--- src/rtl/rf_write_arbiter_if.sv ---
// Bundle of the writeback request, long-latency request and register-file write port.
// The master drives requests; the slave (the arbiter) drives handshakes and the write port.
interface rf_write_arbiter_if #(
    parameter int BW = 32
);
    logic          wb_valid;
    logic [4:0]    wb_rd;
    logic [BW-1:0] wb_data;
    logic          wb_stall;
    logic          lu_valid;
    logic [4:0]    lu_rd;
    logic [BW-1:0] lu_data;
    logic          lu_ready;
    logic          rf_we;
    logic [4:0]    rf_waddr;
    logic [BW-1:0] rf_wdata;

    modport master (
        output wb_valid, wb_rd, wb_data, lu_valid, lu_rd, lu_data,
        input  wb_stall, lu_ready, rf_we, rf_waddr, rf_wdata
    );

    modport slave (
        input  wb_valid, wb_rd, wb_data, lu_valid, lu_rd, lu_data,
        output wb_stall, lu_ready, rf_we, rf_waddr, rf_wdata
    );
endinterface

--- src/rtl/rf_write_arbiter.sv ---
// Register-file write-port arbiter: the writeback stage has priority, and the long-latency unit
// is forced through after STARVE_LIMIT consecutive denied cycles by stalling writeback once.
//
// state | meaning
// PIPE  | writeback has priority; lu only gets the port when there is no pipeline write
// FORCE | single-cycle slot reserved for lu; writeback is stalled
module rf_write_arbiter #(
    parameter int BW           = 32,
    parameter int STARVE_LIMIT = 4
) (
    input  logic              clk,
    input  logic              rst,
    rf_write_arbiter_if.slave bus
);
    localparam int CW = $clog2(STARVE_LIMIT) + 1;
    localparam logic [CW-1:0] CNT_LAST = CW'(STARVE_LIMIT - 1);

    typedef enum logic [0:0] {
        PIPE  = 1'b0,
        FORCE = 1'b1
    } state_t;

    state_t        state;
    logic [CW-1:0] cnt;
    logic          we_q;
    logic [4:0]    waddr_q;
    logic [BW-1:0] wdata_q;

    logic pipe_wr;
    logic pipe_gnt;
    logic lu_gnt;
    logic lu_ready_c;
    logic wb_stall_c;

    assign pipe_wr = bus.wb_valid && (bus.wb_rd != 5'd0);

    // Handshakes are held low throughout reset, not just after the state is cleared.
    always_comb begin
        lu_ready_c = 1'b0;
        wb_stall_c = 1'b0;
        if (rst) begin
            if (state == FORCE) begin
                lu_ready_c = 1'b1;
                wb_stall_c = 1'b1;
            end else begin
                lu_ready_c = !pipe_wr;
            end
        end
    end

    assign pipe_gnt = (state == PIPE) && pipe_wr;
    assign lu_gnt   = bus.lu_valid && lu_ready_c;

    always_ff @(posedge clk or negedge rst) begin
        if (!rst) begin
            state   <= PIPE;
            cnt     <= '0;
            we_q    <= 1'b0;
            waddr_q <= 5'd0;
            wdata_q <= '0;
        end else begin
            we_q <= 1'b0;
            if (pipe_gnt) begin
                we_q    <= 1'b1;
                waddr_q <= bus.wb_rd;
                wdata_q <= bus.wb_data;
            end else if (lu_gnt) begin
                we_q    <= (bus.lu_rd != 5'd0);
                waddr_q <= bus.lu_rd;
                wdata_q <= bus.lu_data;
            end

            case (state)
                PIPE: begin
                    if (bus.lu_valid && !lu_ready_c) begin
                        if (cnt == CNT_LAST) begin
                            state <= FORCE;
                            cnt   <= '0;
                        end else begin
                            cnt <= cnt + 1'b1;
                        end
                    end else begin
                        cnt <= '0;
                    end
                end
                FORCE: begin
                    state <= PIPE;
                    cnt   <= '0;
                end
                default: begin
                    state <= PIPE;
                    cnt   <= '0;
                end
            endcase
        end
    end

    assign bus.lu_ready = lu_ready_c;
    assign bus.wb_stall = wb_stall_c;
    assign bus.rf_we    = we_q;
    assign bus.rf_waddr = waddr_q;
    assign bus.rf_wdata = wdata_q;
endmodule
--- src/flat_wrapper.sv ---
// flat-port wrapper written by rule: the top's interface ports become plain ports
module rf_write_arbiter_flat 
#(
    parameter int BW           = 32,
    parameter int STARVE_LIMIT = 4
)
  (clk, rst, bus_wb_valid, bus_wb_rd, bus_wb_data, bus_lu_valid, bus_lu_rd, bus_lu_data, bus_wb_stall, bus_lu_ready, bus_rf_we, bus_rf_waddr, bus_rf_wdata);
  rf_write_arbiter_if #(.BW(BW)) bus_i ();
  input  logic clk;
  input  logic rst;
  input wire logic [$bits(bus_i.wb_valid)-1:0] bus_wb_valid;
  input wire logic [$bits(bus_i.wb_rd)-1:0] bus_wb_rd;
  input wire logic [$bits(bus_i.wb_data)-1:0] bus_wb_data;
  input wire logic [$bits(bus_i.lu_valid)-1:0] bus_lu_valid;
  input wire logic [$bits(bus_i.lu_rd)-1:0] bus_lu_rd;
  input wire logic [$bits(bus_i.lu_data)-1:0] bus_lu_data;
  output wire logic [$bits(bus_i.wb_stall)-1:0] bus_wb_stall;
  output wire logic [$bits(bus_i.lu_ready)-1:0] bus_lu_ready;
  output wire logic [$bits(bus_i.rf_we)-1:0] bus_rf_we;
  output wire logic [$bits(bus_i.rf_waddr)-1:0] bus_rf_waddr;
  output wire logic [$bits(bus_i.rf_wdata)-1:0] bus_rf_wdata;
  assign bus_i.wb_valid = bus_wb_valid;
  assign bus_i.wb_rd = bus_wb_rd;
  assign bus_i.wb_data = bus_wb_data;
  assign bus_i.lu_valid = bus_lu_valid;
  assign bus_i.lu_rd = bus_lu_rd;
  assign bus_i.lu_data = bus_lu_data;
  assign bus_wb_stall = bus_i.wb_stall;
  assign bus_lu_ready = bus_i.lu_ready;
  assign bus_rf_we = bus_i.rf_we;
  assign bus_rf_waddr = bus_i.rf_waddr;
  assign bus_rf_wdata = bus_i.rf_wdata;
  rf_write_arbiter #(.BW(BW), .STARVE_LIMIT(STARVE_LIMIT)) u_core (.clk(clk), .rst(rst), .bus(bus_i));
endmodule
--- config.mk ---
export PLATFORM = sky130hd
export DESIGN_NAME = rf_write_arbiter_flat
export DESIGN_NICKNAME = d
export VERILOG_FILES = /design/src/rtl/rf_write_arbiter_if.sv /design/src/rtl/rf_write_arbiter.sv /design/src/flat_wrapper.sv
export SDC_FILE = /design/constraint.sdc
export NUM_CORES = 1
export LEC_CHECK = 0
export ABC_AREA = 1
export BUFFER_PORTS_ARGS = -buffer_cell sky130_fd_sc_hd__buf_2
export CORE_ASPECT_RATIO = 1.1
export CORE_MARGIN = 2
export CORE_UTILIZATION = 30
export DETAILED_ROUTE_END_ITERATION = 16
export PLACE_DENSITY_LB_ADDON = 0.2
export SLEW_MARGIN = 20
export SYNTH_ARGS = -nofsm -noshare
export SYNTH_HDL_FRONTEND = slang
export SYNTH_SLANG_ARGS = --single-unit
--- constraint.sdc ---
create_clock -name clk -period 1.1 [get_ports clk]
set_clock_uncertainty 0.1 [all_clocks]
set_input_delay 0.11 -clock clk [delete_from_list [all_inputs] [get_ports clk]]
set_output_delay 0.11 -clock clk [all_outputs]
set_load 0.005 [all_outputs]
==> reports/qor.txt, run 1 <==
DRC violations left - 0
Most common cell after layout, fill and taps aside - buf_2
Netlist Area Pre-Place - 2092 um2
Area after detailed placement - 2870 um2
Power Internal - 2.976 mW
Final hold slack - -0.1815 ns
Sw power - 1.126 mW
Tcrit/Tclk final - 125.6%
Filler cells - 609
Worst setup startpoint - u_core.state
Failing checks - hold timing, setup timing
Clock Sinks - 42
IO Pins - 118
Antenna diodes - 0
Power density over cell area - 1079 nW/um2
ANT nets after route - 0
Htree depth - 2
Syn_area_per_cell - 8.504 um2
Iter 0 DRT Violations - 60
Final instance area - 3802 um2
Die area - 7658 um2
Site Rows - 31
Drt pass-1 iters - 4
Vias in the first global route - 2458
Yosys warning count - 0
Clock Pin Slew Worst Setup and Hold Paths - 0.09 ns
Final Max Slew Viols - 0
Routed WL - 7083 um
PortBufs - 117
Dpl hpwl - 4357 um
Maximum vdd drop - 0.0006338 V
Most frequent cells in the layout - 117 x buf_2, 89 x nand3_1, 69 x dlygate4sd3_1, 47 x nand2_1, 42 x dfrtp_1
Initial core utilization - 31.36%
Status - finished, violations left
Synthesized netlist cell count - 246
Total grt overflow - 0
Vias per inst - 4.736
RSZ-0062 raised after global routing - true
Inserted Clock Buffers - 5
FMAX - 0.7237 GHz
DR vias - 2496
Flop pwr share - 43.8%
Net Sw Frac - 27.44%
Critical Path Start Type - flop
Leakage - 1.945 nW
Critical R2R Launch - u_core.state
Crit-path max FO - 2
Netlist cell types - 20
Antenna violations before repair - 0
R2R Setup Slk - -0.24 ns
Share of layout cells above drive strength 1 - 39.78%
Max-cap violations - 0
Hold buffers post-CTS - 69
Min cycle time layout - 1.382 ns
#FFs+latches synth - 42
Register area share after synthesis - 50.24%
Final number of setup-violating endpoints - 44
Root buffer cell - clkbuf_8
Wirelength per Cell - 13.44 um
Clock power share - 29.7%
Final worst slack - -0.2819 ns
CP Data Arrival Time - 1.17 ns
Die width - 83.62 um
Max Root-Sink Buffers - 2
Synthesized Nets - 325
Total track usage - 18.08%
Largest net degree at the start of global routing - 37
Max_slew headroom - 78.33%
DIE HEIGHT - 91.58 um
Final Hold Fails - 42
Worst setup EP type - output port
GP Congestion - 0.7369
Clock Latency Late Sink - 0.29 ns
Nets - 523
Critical Path RT - 0.89 ns
Worst slew pin tran - 0.3250 ns
WS Path Type - reg -> out
Min-delay worst type - in -> async
Core box area - 6671 um2
CTS tree - built
First-pass GRT wire length - 11210 um
Area grow syn2layout - 81.76%
Gate power share - 26.4%
## layout make-up
type / instances / area (um2) / share of cell area, %
Clock buffer: 5 / 68.82 / 1.810
Clock inverter: 3 / 40.04 / 1.053
Inverter: 14 / 55.05 / 1.448
Multi-Input combinational cell: 172 / 935.9 / 24.61
Sequential cell: 42 / 1051 / 27.64
Tap cell: 82 / 102.6 / 2.698
Timing Repair Buffer: 209 / 1549 / 40.74
## power groups by stage
stage	registers, mW	clock network [mW]	logic, mW
floorplan	1.84	0	0.367
global placement	1.83	0	0.824
detailed placement	1.83	0	0.837
CTS	1.80	1.27	1.05
global route	1.82	1.31	1.20
finish	1.80	1.22	1.08
## repair_timing
action / in CTS / in global routing
setup endpoints to repair: 43 / 44
pin swaps: 4 / 4
resized for setup: 12 / 6
endpoints found under the hold margin: 82 / 42
setup buffers: 3 / 1
cloned: 0 / 2
## path summary, 6_finish.rpt
kind | to | depth (start not counted)
min in group clk | u_core.bus.rf_wdata[2] | 5
hold / removal | u_core.bus.rf_wdata[30] | 3
setup / recovery | bus_lu_ready | 6
hold reg to reg | u_core.bus.rf_wdata[23] | 2
setup reg to reg | u_core.bus.rf_wdata[0] | 6
max in group asynchronous | u_core.bus.rf_wdata[15] | 3
## cells by family after synthesis
logic type	after synthesis	share of synthesized area [%]
AND/OR/NAND/NOR	167	39.35
flip-flops	42	50.24
buffers and inverters	32	8.851
adder cells (fa/ha/maj)	1	0.5980
AO/OA/AOI/OAI	4	0.9570
## cell usage after synthesis, drive strengths merged
cell type | number | share of area [%]
dfrtp | 42 | 50
buf | 17 | 6.2
o21ai | 4 | 0.96
nand3b | 2 | 0.72
nor2 | 7 | 1.7
or2 | 1 | 0.30
ha | 1 | 0.60
nor4 | 1 | 0.30
clkbuf | 1 | 0.18
nand3 | 105 | 27
inv | 14 | 2.5
nand2 | 51 | 9.5
## worst max-delay path, stage by stage, from the launching register on
cell	delay, ns
dfrtp_1	0.41
nor2_4	0.12
nand2_4	0.06
buf_6	0.11
nand2_4	0.05
inv_2	0.02
buf_2	0.11
## flip-flops by register name (all words and copies together) (netlist names)
signal	flops
u_core.bus.rf_waddr	5
u_core.bus.rf_wdata	32
u_core.cnt	3
u_core.state	1
u_core.bus.rf_we	1
## routing by layer
layer / track usage (%) / part of all wire [%] / routed length (um) / vias to the layer above
met3: 3.091 / 4.9 / 346 / 6
met1: 20.79 / 41 / 2938 / 1172
met2: 33.60 / 52 / 3705 / 94
met4: 6.048 / 1.3 / 93 / 0
li1: - / - / - / 1224
met5: 0 / 0 / 0 / -
## metrics by stage
stage / utilization (%) / power [mW] / setup TNS, ns / cells / setup WS [ns]
after global placement: 43.02 / 2.651 / -3.910 / 444 / -0.1340
after detailed placement: 43.02 / 2.662 / -4.088 / 444 / -0.1458
after global routing: 57.00 / 4.327 / -11.80 / 527 / -0.3488
after CTS: 55.78 / 4.108 / -9.287 / 524 / -0.3210
after floorplan: - / 2.206 / -2.707 / 246 / -0.08144
final: 57.00 / 4.102 / -9.060 / 527 / -0.2819
Note: power is estimated with default switching activity, not from simulation.
==> inputs of run 2 (changes only) <==
--- a/config.mk
+++ b/config.mk
@@ -5,7 +5,6 @@
 export SDC_FILE = /design/constraint.sdc
 export NUM_CORES = 1
 export LEC_CHECK = 0
-export ABC_AREA = 1
 export BUFFER_PORTS_ARGS = -buffer_cell sky130_fd_sc_hd__buf_2
 export CORE_ASPECT_RATIO = 1.1
 export CORE_MARGIN = 2
==> run 2 against run 1 <==
The run ends with setup timing left. Power increased by 1.0%. Fmax decreased by 9.8%. Sequential power about the same. Synthesized area decreased by 0.60%. Sequential share of layout area increased by 2.0 points. Non-clock buffer count decreased by 30. Setup slack got worse by 0.15 ns. Clock power about the same. Clock-buffer cell count unchanged. Critical endpoint unchanged.
==> reports/qor.txt, run 2 <==
CP Data Arrival Time - 1.32 ns (+0.15 ns)
Final number of setup-violating endpoints - 53 (+20%)
Largest net degree at the start of global routing - 20 (-46%)
Ys async rst share - 100.0% (unchanged)
Routed WL - 5495 um (-22%)
Critical R2R Launch - u_core.state
Antenna diodes - 0 (unchanged)
CP cell instances - nor2b_4 -> o21ai_4 -> buf_12 -> and2_4 -> buf_6
Drt pass-1 iters - 4 (unchanged)
Netlist cell types - 25 (+25%)
Clock Sinks - 42 (unchanged)
DIE HEIGHT - 91.32 um (-0.28%)
Worst slew pin tran - 0.4519 ns (+0.1269 ns)
Yosys top cell area share - 50.54% (+0.30 points)
Flip-flop count of the largest register after layout - 32 (unchanged)
Worst setup EP type - output port
Synth top area cells - dfrtp_1 51%, mux2_2 34%, mux2_1 5.4%
Max Root-Sink Buffers - 2 (unchanged)
#FFs+latches synth - 42 (unchanged)
Slowest stage delay, CP - 0.42 ns (about the same)
Final worst slack - -0.4326 ns (-0.1508 ns)
Synthesized netlist cell count - 145 (-41%)
Most common cell after layout, fill and taps aside - buf_2
Syn_area_per_cell - 14.34 um2 (+69%)
Reg2reg end - u_core.bus.rf_waddr[1]
Die width - 83.38 um (-0.29%)
IO Pins - 118 (unchanged)
Final Hold Fails - 0 (-100%)
WS Path Type - reg -> out
EDFF count, synth - 0 (unchanged)
Dpl hpwl - 3873 um (-11%)
Max_slew headroom - 69.77% (-8.6 points)
Wirelength per Cell - 13.53 um (+0.70%)
Critical Path Start Type - flop
Leakage - 1.722 nW (-11%)
Placed cells - 355 (-20%)
Htree depth - 2 (unchanged)
Site Rows - 31 (unchanged)
Total track usage - 13.94% (-4.1 points)
FMAX - 0.6525 GHz (-9.8%)
Most frequent cells in the layout - 116 x buf_2, 59 x mux2_2, 42 x dfrtp_1, 34 x dlygate4sd3_1, 16 x buf_4
Inserted Clock Buffers - 5 (unchanged)
Netlist Area Pre-Place - 2079 um2 (-0.60%)
Initial core utilization - 31.35% (about the same)
Status - finished, violations left
Min cycle time layout - 1.533 ns (+0.1508 ns)
Setup_tns - -16.42 ns (-7.357 ns)
Crit-path max FO - 4 (+2)
Final Max Slew Viols - 0 (unchanged)
WP buf/inv - 2 (-1)
Synthesized Nets - 224 (-31%)
GP Congestion - 0.7303 (-0.90%)
Total grt overflow - 0 (unchanged)
Maximum vdd drop - 0.0005499 V (-13%)
CTS tree - built
Clock Latency Late Sink - 0.29 ns (about the same)
Post-synth top area cell - dfrtp_1
Met3 Use GR - 4.636% (+1.5 points)
Overall power - 4.144 mW (+1.0%)
R2R Setup Slk - -0.41 ns (-0.17 ns)
Iter 0 DRT Violations - 31 (-48%)
Root buffer cell - clkbuf_8
Share of layout cells above drive strength 1 - 69.44% (+30 points)
Critical path's top delay family - flip-flops
Crit path max-delay cell type - dfrtp_1
Core box area - 6633 um2 (-0.58%)
Tcrit/Tclk final - 139.3% (+14 points)
Min-delay worst type - in -> async
Power density over cell area - 1168 nW/um2 (+8.3%)
Register area share after synthesis - 50.54% (+0.30 points)
Max-cap violations - 0 (unchanged)
R2R cell count - 6 (unchanged)
DR vias - 1781 (-29%)
Yosys warning count - 0 (unchanged)
ANT nets after route - 0 (unchanged)
Nets - 402 (-23%)
GRT busiest layer - met2
Grt met1 use - 16.90% (-3.9 points)
Filler cells - 580 (-4.8%)
Count leader, synth - mux2_2
Vias in the first global route - 1857 (-24%)
RSZ-0062 raised after global routing - true
Antenna violations before repair - 0 (unchanged)
Critical Path RT - 0.89 ns (about the same)
Non-filler cells, final - 406 (-23%)
Post-synth top cells - 63 x mux2_2, 42 x dfrtp_1, 10 x mux2_1
Die area - 7614 um2 (-0.57%)
Vias per inst - 4.387 (-7.4%)
Main synth FF type - dfrtp_1
M2 GR Usage - 24.33% (-9.3 points)
Area grow syn2layout - 70.58%
PortBufs - 117 (unchanged)
DRC violations left - 0 (unchanged)
Clock Pin Slew Worst Setup and Hold Paths - 0.09 ns (about the same)
Failing checks - setup timing
First-pass GRT wire length - 8597 um (-23%)
## run 2: cell count changes after synthesis, sizes merged, moves of 6 or more
| cell | delta |
|---|---|
| nor2 | -6 |
| inv | -12 |
| nand3 | -105 |
| buf | -11 |
| nand2 | -48 |
| mux2 | +73 |
## run 2: layer usage
layer | part of all wire, % | up-vias | wire [um]
met2 | 50 | 78 | 2737
li1 | - | 881 | -
met1 | 42 | 820 | 2304
met5 | 0 | - | 0
met3 | 8.0 | 2 | 439
met4 | 0.24 | 0 | 13
## run 2: worst register-to-register path: stages, from the launching register on
cell	delay, ns
dfrtp_1	0.42
nor2b_4	0.15
o21ai_4	0.08
buf_12	0.13
buf_4	0.12
buf_6	0.11
mux2_4	0.28
## run 2: kinds of logic after synthesis
family	synth area share, %
AOI/OAI and AO/OA	2.768
buffers and inverters	3.370
and+or+nand+nor	3.189
adders and majority gates	0.6016
DFF	50.54
muxes	39.53
## run 2: area by class of cell
type / instances / area [um2] / share of cell area, %
flip-flops and latches: 42 / 1051 / 29.63
clock buffers: 5 / 68.82 / 1.940
well taps: 82 / 102.6 / 2.892
clock inverters: 3 / 40.04 / 1.129
multi-input cells: 93 / 1031 / 29.07
repair buffers: 179 / 1246 / 35.13
inverters: 2 / 7.507 / 0.2116
## run 2: report_power, final
part	switching (mW)	internal, mW
clock network	0.524	0.668
logic	0.398	0.739
registers	0.0839	1.73
## run 2: worst max-delay path by stage
stage | from | to | slack, ns | cells past startpoint
floorplan | bus_wb_rd[0] | u_core.bus.rf_wdata[19] | -0.53 | 5
global placement | bus_wb_rd[0] | u_core.bus.rf_wdata[5] | -0.63 | 5
detailed placement | bus_wb_rd[0] | u_core.bus.rf_wdata[1] | -0.66 | 5
CTS | u_core.state | bus_lu_ready | -0.47 | 5
global route | u_core.state | bus_lu_ready | -0.50 | 5
finish | u_core.state | bus_lu_ready | -0.43 | 5
## run 2: stage by stage
stage / cell area [um2] / hold slack (ns) / util (%) / setup slack (ns)
after floorplan: 2115 / -0.2856 / - / -0.5278
after global placement: 2940 / 0.03172 / 44.33 / -0.6317
after detailed placement: 2940 / 0.02946 / 44.33 / -0.6587
after CTS: 3442 / 0.03909 / 51.90 / -0.4713
after global routing: 3547 / 0.02780 / 53.48 / -0.5046
final: 3547 / 0.002610 / 53.48 / -0.4326
## run 2: what timing repair did
item	CTS	global route
hold endpoints to repair	75	9
pin swaps	1	5
gates cloned	0	1
hold buffers	34	1
setup buffers	5	3
gates resized for setup	4	13
setup endpoints to repair	44	44
